$ cat config.mk
export PLATFORM = sky130hd
export DESIGN_NAME = uart_apb_master
export DESIGN_NICKNAME = d
export VERILOG_FILES = /design/src/rtl/uart_apb_master.sv
export SDC_FILE = /design/constraint.sdc
export NUM_CORES = 1
export LEC_CHECK = 0
export BUFFER_PORTS_ARGS = -buffer_cell sky130_fd_sc_hd__buf_4
export CAP_MARGIN = 20
export CORE_MARGIN = 1.5
export CORE_UTILIZATION = 35
export CTS_CLUSTER_SIZE = 10
export DETAILED_ROUTE_END_ITERATION = 12
export MAX_ROUTING_LAYER = met4
export SLEW_MARGIN = 20
export SYNTH_ARGS = -nofsm -noshare
export SYNTH_HDL_FRONTEND = slang
export SYNTH_SLANG_ARGS = --single-unit
export TNS_END_PERCENT = 1
$ cat constraint.sdc
create_clock -name PCLK -period 2.1 [get_ports PCLK]
set_input_delay 0.315 -clock PCLK [delete_from_list [all_inputs] [get_ports PCLK]]
set_output_delay 0.315 -clock PCLK [all_outputs]
set_load 0.02 [all_outputs]
$ cat src/rtl/uart_apb_master.sv
// uart_apb_master
// Turns single-beat command requests into APB transfers and hands back one
// response per command. A transfer that sees no PREADY within TIMEOUT_CYCLES
// ACCESS cycles is aborted with rsp_error set and counted in timeout_count.
//
// Ports
//   PCLK, PRESET                     clock, synchronous active-high reset
//   cmd_valid/cmd_ready              command handshake
//   cmd_write, cmd_addr, cmd_wdata   command payload (1 = write)
//   rsp_valid/rsp_ready              response handshake
//   rsp_rdata, rsp_error             read data (0 for writes/timeouts), timeout flag
//   PSEL, PENABLE, PWRITE, PADDR, PWDATA, PRDATA, PREADY   APB requester side
//   busy                             FSM not in IDLE
//   timeout_count                    saturating count of timed-out transfers
//
// state  | meaning
// IDLE   | ready for a command
// SETUP  | APB setup phase, PSEL only
// ACCESS | APB access phase, waiting for PREADY or timeout
// RESP   | response presented until rsp_ready
module uart_apb_master #(
    parameter int TIMEOUT_CYCLES = 16
) (
    input  logic        PCLK,
    input  logic        PRESET,
    input  logic        cmd_valid,
    output logic        cmd_ready,
    input  logic        cmd_write,
    input  logic [4:0]  cmd_addr,
    input  logic [31:0] cmd_wdata,
    output logic        rsp_valid,
    input  logic        rsp_ready,
    output logic [31:0] rsp_rdata,
    output logic        rsp_error,
    output logic        PSEL,
    output logic        PENABLE,
    output logic        PWRITE,
    output logic [4:0]  PADDR,
    output logic [31:0] PWDATA,
    input  logic [31:0] PRDATA,
    input  logic        PREADY,
    output logic        busy,
    output logic [7:0]  timeout_count
);

    typedef enum logic [1:0] {
        S_IDLE   = 2'd0,
        S_SETUP  = 2'd1,
        S_ACCESS = 2'd2,
        S_RESP   = 2'd3
    } state_t;

    // Counter value seen during the last permitted ACCESS cycle.
    localparam logic [7:0] LAST_WAIT = 8'(TIMEOUT_CYCLES - 1);

    state_t     state;
    state_t     state_nxt;
    logic [7:0] wait_cnt;
    logic       access_timeout;

    assign access_timeout = (state == S_ACCESS) && !PREADY && (wait_cnt == LAST_WAIT);

    always_comb begin
        state_nxt = state;
        case (state)
            S_IDLE:   if (cmd_valid) state_nxt = S_SETUP;
            S_SETUP:  state_nxt = S_ACCESS;
            S_ACCESS: if (PREADY || access_timeout) state_nxt = S_RESP;
            S_RESP:   if (rsp_ready) state_nxt = S_IDLE;
            default:  state_nxt = S_IDLE;
        endcase
    end

    always_ff @(posedge PCLK) begin
        if (PRESET) begin
            state         <= S_IDLE;
            PWRITE        <= 1'b0;
            PADDR         <= '0;
            PWDATA        <= '0;
            rsp_rdata     <= '0;
            rsp_error     <= 1'b0;
            wait_cnt      <= '0;
            timeout_count <= '0;
        end else begin
            state <= state_nxt;
            case (state)
                S_IDLE: begin
                    if (cmd_valid) begin
                        PWRITE <= cmd_write;
                        PADDR  <= cmd_addr;
                        PWDATA <= cmd_wdata;
                    end
                end
                S_SETUP: wait_cnt <= '0;
                S_ACCESS: begin
                    if (PREADY) begin
                        rsp_error <= 1'b0;
                        rsp_rdata <= PWRITE ? 32'd0 : PRDATA;
                    end else if (access_timeout) begin
                        rsp_error <= 1'b1;
                        rsp_rdata <= 32'd0;
                        if (timeout_count != 8'hFF) timeout_count <= timeout_count + 8'd1;
                    end else begin
                        wait_cnt <= wait_cnt + 8'd1;
                    end
                end
                default: ;
            endcase
        end
    end

    // All handshake and APB controls are pure state decodes.
    assign cmd_ready = (state == S_IDLE);
    assign PSEL      = (state == S_SETUP) || (state == S_ACCESS);
    assign PENABLE   = (state == S_ACCESS);
    assign rsp_valid = (state == S_RESP);
    assign busy      = (state != S_IDLE);

endmodule
==> impl_metrics.env, run 1 <==
export IMPL_synth_edff_count=0
export IMPL_maxCapViolCount=0
export IMPL_clkTransAtPathRegs_ns=0.10
export IMPL_ctsResizeCount=0
export IMPL_synth_top_cells_by_area="dfxtp_1 52%, nand2_1 9.6%, a21oi_1 7.7%, a22o_1 5.4%, nand3_1 2.8%"
export IMPL_yosysTopAreaCellShare=0.525
export IMPL_dr_pass1_iters=5
export IMPL_crit_fanout=8
export IMPL_placed_cells=661
export IMPL_viasPerCell=4.84
export IMPL_irDropWorstVdd_v=0.000348
export IMPL_syn2layout_area_growth_pct=45.0
export IMPL_cp_required_ns=2.39
export IMPL_port_buffers=158
export IMPL_cts_hold_buffers=0
export IMPL_finalWirelength_mm=9.40
export IMPL_ant_nets=0
export IMPL_combPwrFrac=0.348
export IMPL_leakagePower_uw=0.00212
export IMPL_pwr_share_seq=0.422
export IMPL_p_sw_uw=1730
export IMPL_worstMarginPinSlew_ns=0.814
export IMPL_timing_hold_ws_ns=0.155
export IMPL_grt_util_all_layers=0.184
export IMPL_die_height_um=101
export IMPL_yosys_top_cells_count="89 x dfxtp_1, 87 x nand2_1, 52 x a21oi_1, 22 x clkbuf_1, 21 x a22o_1"
export IMPL_die_w_um=101
export IMPL_antenna_found_initial=0
export IMPL_clock_path_buffers=2
export IMPL_status="complete, no violations"
export IMPL_nets=623
export IMPL_cp_start_kind="flip-flop"
export IMPL_synth_distinct_cells=38
export IMPL_yosys_area_top_type="dfxtp_1"
export IMPL_grt_pass1_wl_mm=14.5
export IMPL_synth_most_common_cell="dfxtp_1"
export IMPL_layout_cells_non_filler=677
export IMPL_cts_tree="built"
export IMPL_fin_worst_skew_ns=0.0190
export IMPL_cts_setup_buffers=0
export IMPL_period_share=0.949
export IMPL_row_count=35
export IMPL_synth_flop_cell="dfxtp_1"
export IMPL_min_path_type="primary input to flip-flop"
export IMPL_syn_area_mm2=0.00339
export IMPL_synth_area_per_cell_um2=8.66
export IMPL_internal_power_uw=3000
export IMPL_synth_seq_cells=89
export IMPL_period_minus_slack_ns=1.99
export IMPL_end_kind="flip-flop"
export IMPL_setup_viol=0
export IMPL_dieArea_mm2=0.0103
export IMPL_wire_per_inst_um=13.9
export IMPL_cts_sinks=89
export IMPL_vias=3278
export IMPL_grt_pass1_vias=2964
export IMPL_ios=159
export IMPL_hold_viol=0
export IMPL_cts_made_buffers=9
export IMPL_yosysWarnings=0
export IMPL_grt_max_degree=66
export IMPL_n_fill_cell=900
export IMPL_clkPwrFrac=0.230
export IMPL_synth_fp_nets=472
export IMPL_rsz0062_at_grt="yes"
export IMPL_start_util=0.364
export IMPL_hpwl_mm=6.57
export IMPL_drt_iter0_markers=110
export IMPL_overflow=0
export IMPL_slew_violations=0
export IMPL_clk_latency_ns=0.37
export IMPL_clock_root_buffer="clkbuf_8"
export IMPL_core_area_mm2=0.00933
export IMPL_path_class="flip-flop to flip-flop"
export IMPL_post_route_drc_count=0
export IMPL_synthArstFlopShare=0
export IMPL_max_freq_mhz=502
export IMPL_arrival_ns=2.28
export IMPL_place_gp_congestion=0.835
export IMPL_cts_max_level=3
export IMPL_ys_seq_area_frac=0.525
export IMPL_layout_drive_gt1_share=0.339
export IMPL_synthesis_instances=392
export IMPL_slew_headroom=0.457
export IMPL_p_per_area_mw_per_mm2=961
export IMPL_antenna_cells=0
export IMPL_switching_share=0.366
## final timing paths
path	startpoint	to	slack (ns)	cells past startpoint
worst min-delay path	PRDATA[7]	rsp_rdata[7]	0.16	2
worst min register to register	PWDATA[11]	PWDATA[11]	0.46	2
worst max register to register	wait_cnt[1]	timeout_count[0]	0.11	6
worst max-delay path	wait_cnt[1]	timeout_count[0]	0.11	6
## power by group through the flow
stage | logic [µW] | clock network (µW) | registers, µW
2_1_floorplan | 742 | 0 | 2240
3_3_place_gp | 1650 | 0 | 2020
3_5_place_dp | 1660 | 0 | 2030
4_1_cts | 1660 | 1130 | 2000
5_1_grt | 1800 | 1180 | 2020
6_report | 1650 | 1090 | 2000
## final cells by class
class                           instances  area [µm²]  area share
Multi-Input combinational cell        270        1510       0.306
Tap cell                              129         161      0.0328
Clock inverter                          6        51.3      0.0104
Sequential cell                        89        1780       0.362
Inverter                                6        22.5     0.00458
Timing Repair Buffer                  167        1270       0.258
Clock buffer                           10         128      0.0259
## cell usage in the layout (no fill, tap or decap), drive strengths merged, types with 5 or more instances in the layout
master  count
nand3      19
inv         8
buf       167
nand2b     15
or3         6
ha          5
a21oi      52
a22o       21
or4         7
clkbuf     10
dfxtp      89
o21ai      18
o31ai       5
nand2      87
and3        5
## layer usage
metal	up-vias	global-route usage	part of all wire
li1	1668	-	-
met1	1489	0.219	0.44
met2	106	0.303	0.49
met3	15	0.0269	0.050
met4	0	0.0908	0.019
met5	-	-	0
## cell families (layout without fill, tap and decap cells)
| group | Yosys count | in the layout | share of synthesized area |
|---|---|---|---|
| compound gates | 106 | 106 | 0.192 |
| fa+ha+maj | 5 | 5 | 0.0184 |
| buf+inv | 33 | 189 | 0.0383 |
| flops | 89 | 89 | 0.525 |
| mux | 2 | 2 | 0.00590 |
| simple gates | 157 | 157 | 0.220 |
## registers in the layout, summed over array words and instances, names as in the netlist
name	flops
PWDATA	32
state	2
PADDR	5
PWRITE	1
timeout_count	8
wait_cnt	8
rsp_rdata	32
rsp_error	1
## per-stage QoR
step / utilization / total power (µW) / instance area [µm²] / TNS [ns] / worst slack, ns
floorplan: - / 2980 / 3390 / 0 / 0.139
global placement: 0.507 / 3670 / 4730 / 0 / 0.141
detailed placement: 0.507 / 3690 / 4730 / 0 / 0.121
CTS: 0.526 / 4790 / 4910 / 0 / 0.102
global route: 0.528 / 5000 / 4920 / -0.0255 / -0.0255
finish: 0.528 / 4730 / 4920 / 0 / 0.108
## worst max-delay path: stages, from the launching register on
cell and delay, ns:
dfxtp_1 0.41, ha_1 0.23, nand3_1 0.22, a211o_4 0.41, buf_4 0.17, or3_1 0.35, a21oi_1 0.14
Power figures use the tool's default switching activity.
==> run 2, diff against run 1 <==
- clock period: 2.1 -> 1.89 ns (I/O delays scaled with it)
==> run 2 against run 1 <==
  * The run now ends with setup timing left
  * Non-clock buffer count increased by 24
  * Worst hold slack got worse by 0.026 ns
  * Clock power rose by 38%
  * Wire length up 2.9%
  * First-iteration DRC count fell by 36%
  * Via count is 3.9% higher
  * Global-route usage grew 1.0 points
==> impl_metrics.env, run 2 (synthesized netlist as in run 1, its figures left out) <==
export IMPL_slew_violations=0
export IMPL_vias=3406
export IMPL_period_minus_slack_ns=1.89
export IMPL_crit_fanout=6
export IMPL_worstMarginPinSlew_ns=0.405
export IMPL_cts_made_buffers=9
export IMPL_irDropWorstVdd_v=0.000473
export IMPL_cts_tree="built"
export IMPL_final_cell_mix="189 x buf_4, 89 x dfxtp_1, 87 x nand2_1"
export IMPL_die_height_um=101
export IMPL_failed_checks="setup timing"
export IMPL_post_route_drc_count=0
export IMPL_setup_viol=1
export IMPL_critical_path_max_stage_delay_ns=0.55
export IMPL_grt_util_all_layers=0.194
export IMPL_clk_latency_ns=0.36
export IMPL_layout_drive_gt1_share=0.376
export IMPL_dr_pass1_iters=5
export IMPL_period_share=1.00
export IMPL_end_kind="flip-flop"
export IMPL_finalWirelength_mm=9.67
export IMPL_cp_required_ns=2.18
export IMPL_max_freq_mhz=529
export IMPL_antenna_found_initial=0
export IMPL_fin_worst_skew_ns=0.00878
export IMPL_dp_slack_ns=-0.0323
export IMPL_start_util=0.364
export IMPL_stdcell_area_mm2=0.00516
export IMPL_status="finished with violations"
export IMPL_reg_largest_list="PWDATA: 32 flops, rsp_rdata: 32 flops"
export IMPL_fin_ws_ns=-0.00111
export IMPL_cts_max_level=3
export IMPL_clkTransAtPathRegs_ns=0.10
export IMPL_cp_slowest_cell="or4_4"
export IMPL_utilization=0.553
export IMPL_rsz0062_at_grt="yes"
export IMPL_arrival_ns=2.18
export IMPL_leakagePower_uw=0.00228
export IMPL_syn2layout_area_growth_pct=52.1
export IMPL_clock_path_buffers=2
export IMPL_antenna_cells=0
export IMPL_grt_pass1_wl_mm=15.3
export IMPL_hpwl_mm=7.17
export IMPL_die_w_um=101
export IMPL_nets=647
export IMPL_path_cells="or4_4 > a211o_4 > or4_1 > a21oi_1"
export IMPL_ios=159
export IMPL_critPathBufInv=0
export IMPL_hold_viol=0
export IMPL_p_per_area_mw_per_mm2=1100
export IMPL_place_gp_congestion=0.858
export IMPL_cp_start_kind="flip-flop"
export IMPL_grt_pass1_vias=3239
export IMPL_overflow=0
export IMPL_min_path_type="primary input to flip-flop"
export IMPL_row_count=35
export IMPL_wire_per_inst_um=13.8
export IMPL_final_common_cell="buf_4"
export IMPL_ant_nets=0
export IMPL_dieArea_mm2=0.0103
export IMPL_maxCapViolCount=0
export IMPL_viasPerCell=4.86
export IMPL_dpl_cell_area_mm2=0.00488
export IMPL_path_class="flip-flop to flip-flop"
export IMPL_grt_max_degree=30
export IMPL_drt_iter0_markers=70
export IMPL_n_fill_cell=899
export IMPL_core_area_mm2=0.00933
export IMPL_crit_family="simple AND/OR/NAND/NOR gates"
export IMPL_slew_headroom=0.730
export IMPL_cts_sinks=89
export IMPL_port_buffers=158
export IMPL_clock_root_buffer="clkbuf_8"
[run 2: cell type report]
cell class                 instances  area, µm²  share of cell area
sequential                        89       1780               0.345
timing repair buffer             191       1440               0.279
clock inverter                     6       95.1              0.0184
tap                              129        161              0.0313
inverter                           6       22.5             0.00436
multi-input combinational        270       1520               0.295
clock buffer                      10        138              0.0267
[run 2: worst paths after layout]
kind,startpoint,to,slack [ns],depth (start not counted)
setup / recovery,wait_cnt[6],timeout_count[3],-0.001,4
hold / removal,PRDATA[16],rsp_rdata[16],0.13,2
setup reg to reg,wait_cnt[6],timeout_count[3],-0.001,4
hold reg to reg,PWDATA[0],PWDATA[0],0.46,2
[run 2: through the flow]
step	total power, µW	setup TNS (ns)	hold WS [ns]	cells
2_1_floorplan	3320	0	0.384	392
3_3_place_gp	4180	0	0.445	683
3_5_place_dp	4200	-0.0758	0.447	683
4_1_cts	5730	-0.265	0.109	701
5_1_grt	6010	-0.522	0.115	701
6_report	5660	-0.00111	0.129	701
[run 2: repair_timing]
action	in CTS	in global routing
setup buffers	2	0
gates resized for setup	4	4
hold buffers	0	0
pin swaps	6	3
setup endpoints to repair	27	43
[run 2: worst reg2reg max path, cell delays in order, from the launching register on]
cell and delay [ns]:
dfxtp_1 0.32, or4_4 0.55, a211o_4 0.31, or4_1 0.51, a21oi_1 0.14
[run 2: report_power, final]
part / internal, µW / leakage [µW] / switching [µW]
logic: 839 / 0.00144 / 1110
clock network: 797 / 0.000118 / 701
registers: 2100 / 0.000723 / 120
total: 3730 / 0.00228 / 1930
[run 2: routing by layer]
metal  vias up  track usage  part of all wire
li1       1723            -                 -
met1      1577        0.230              0.43
met2        92        0.327              0.51
met3        14       0.0269             0.048
met4         0       0.0865             0.019
met5         -            -                 0
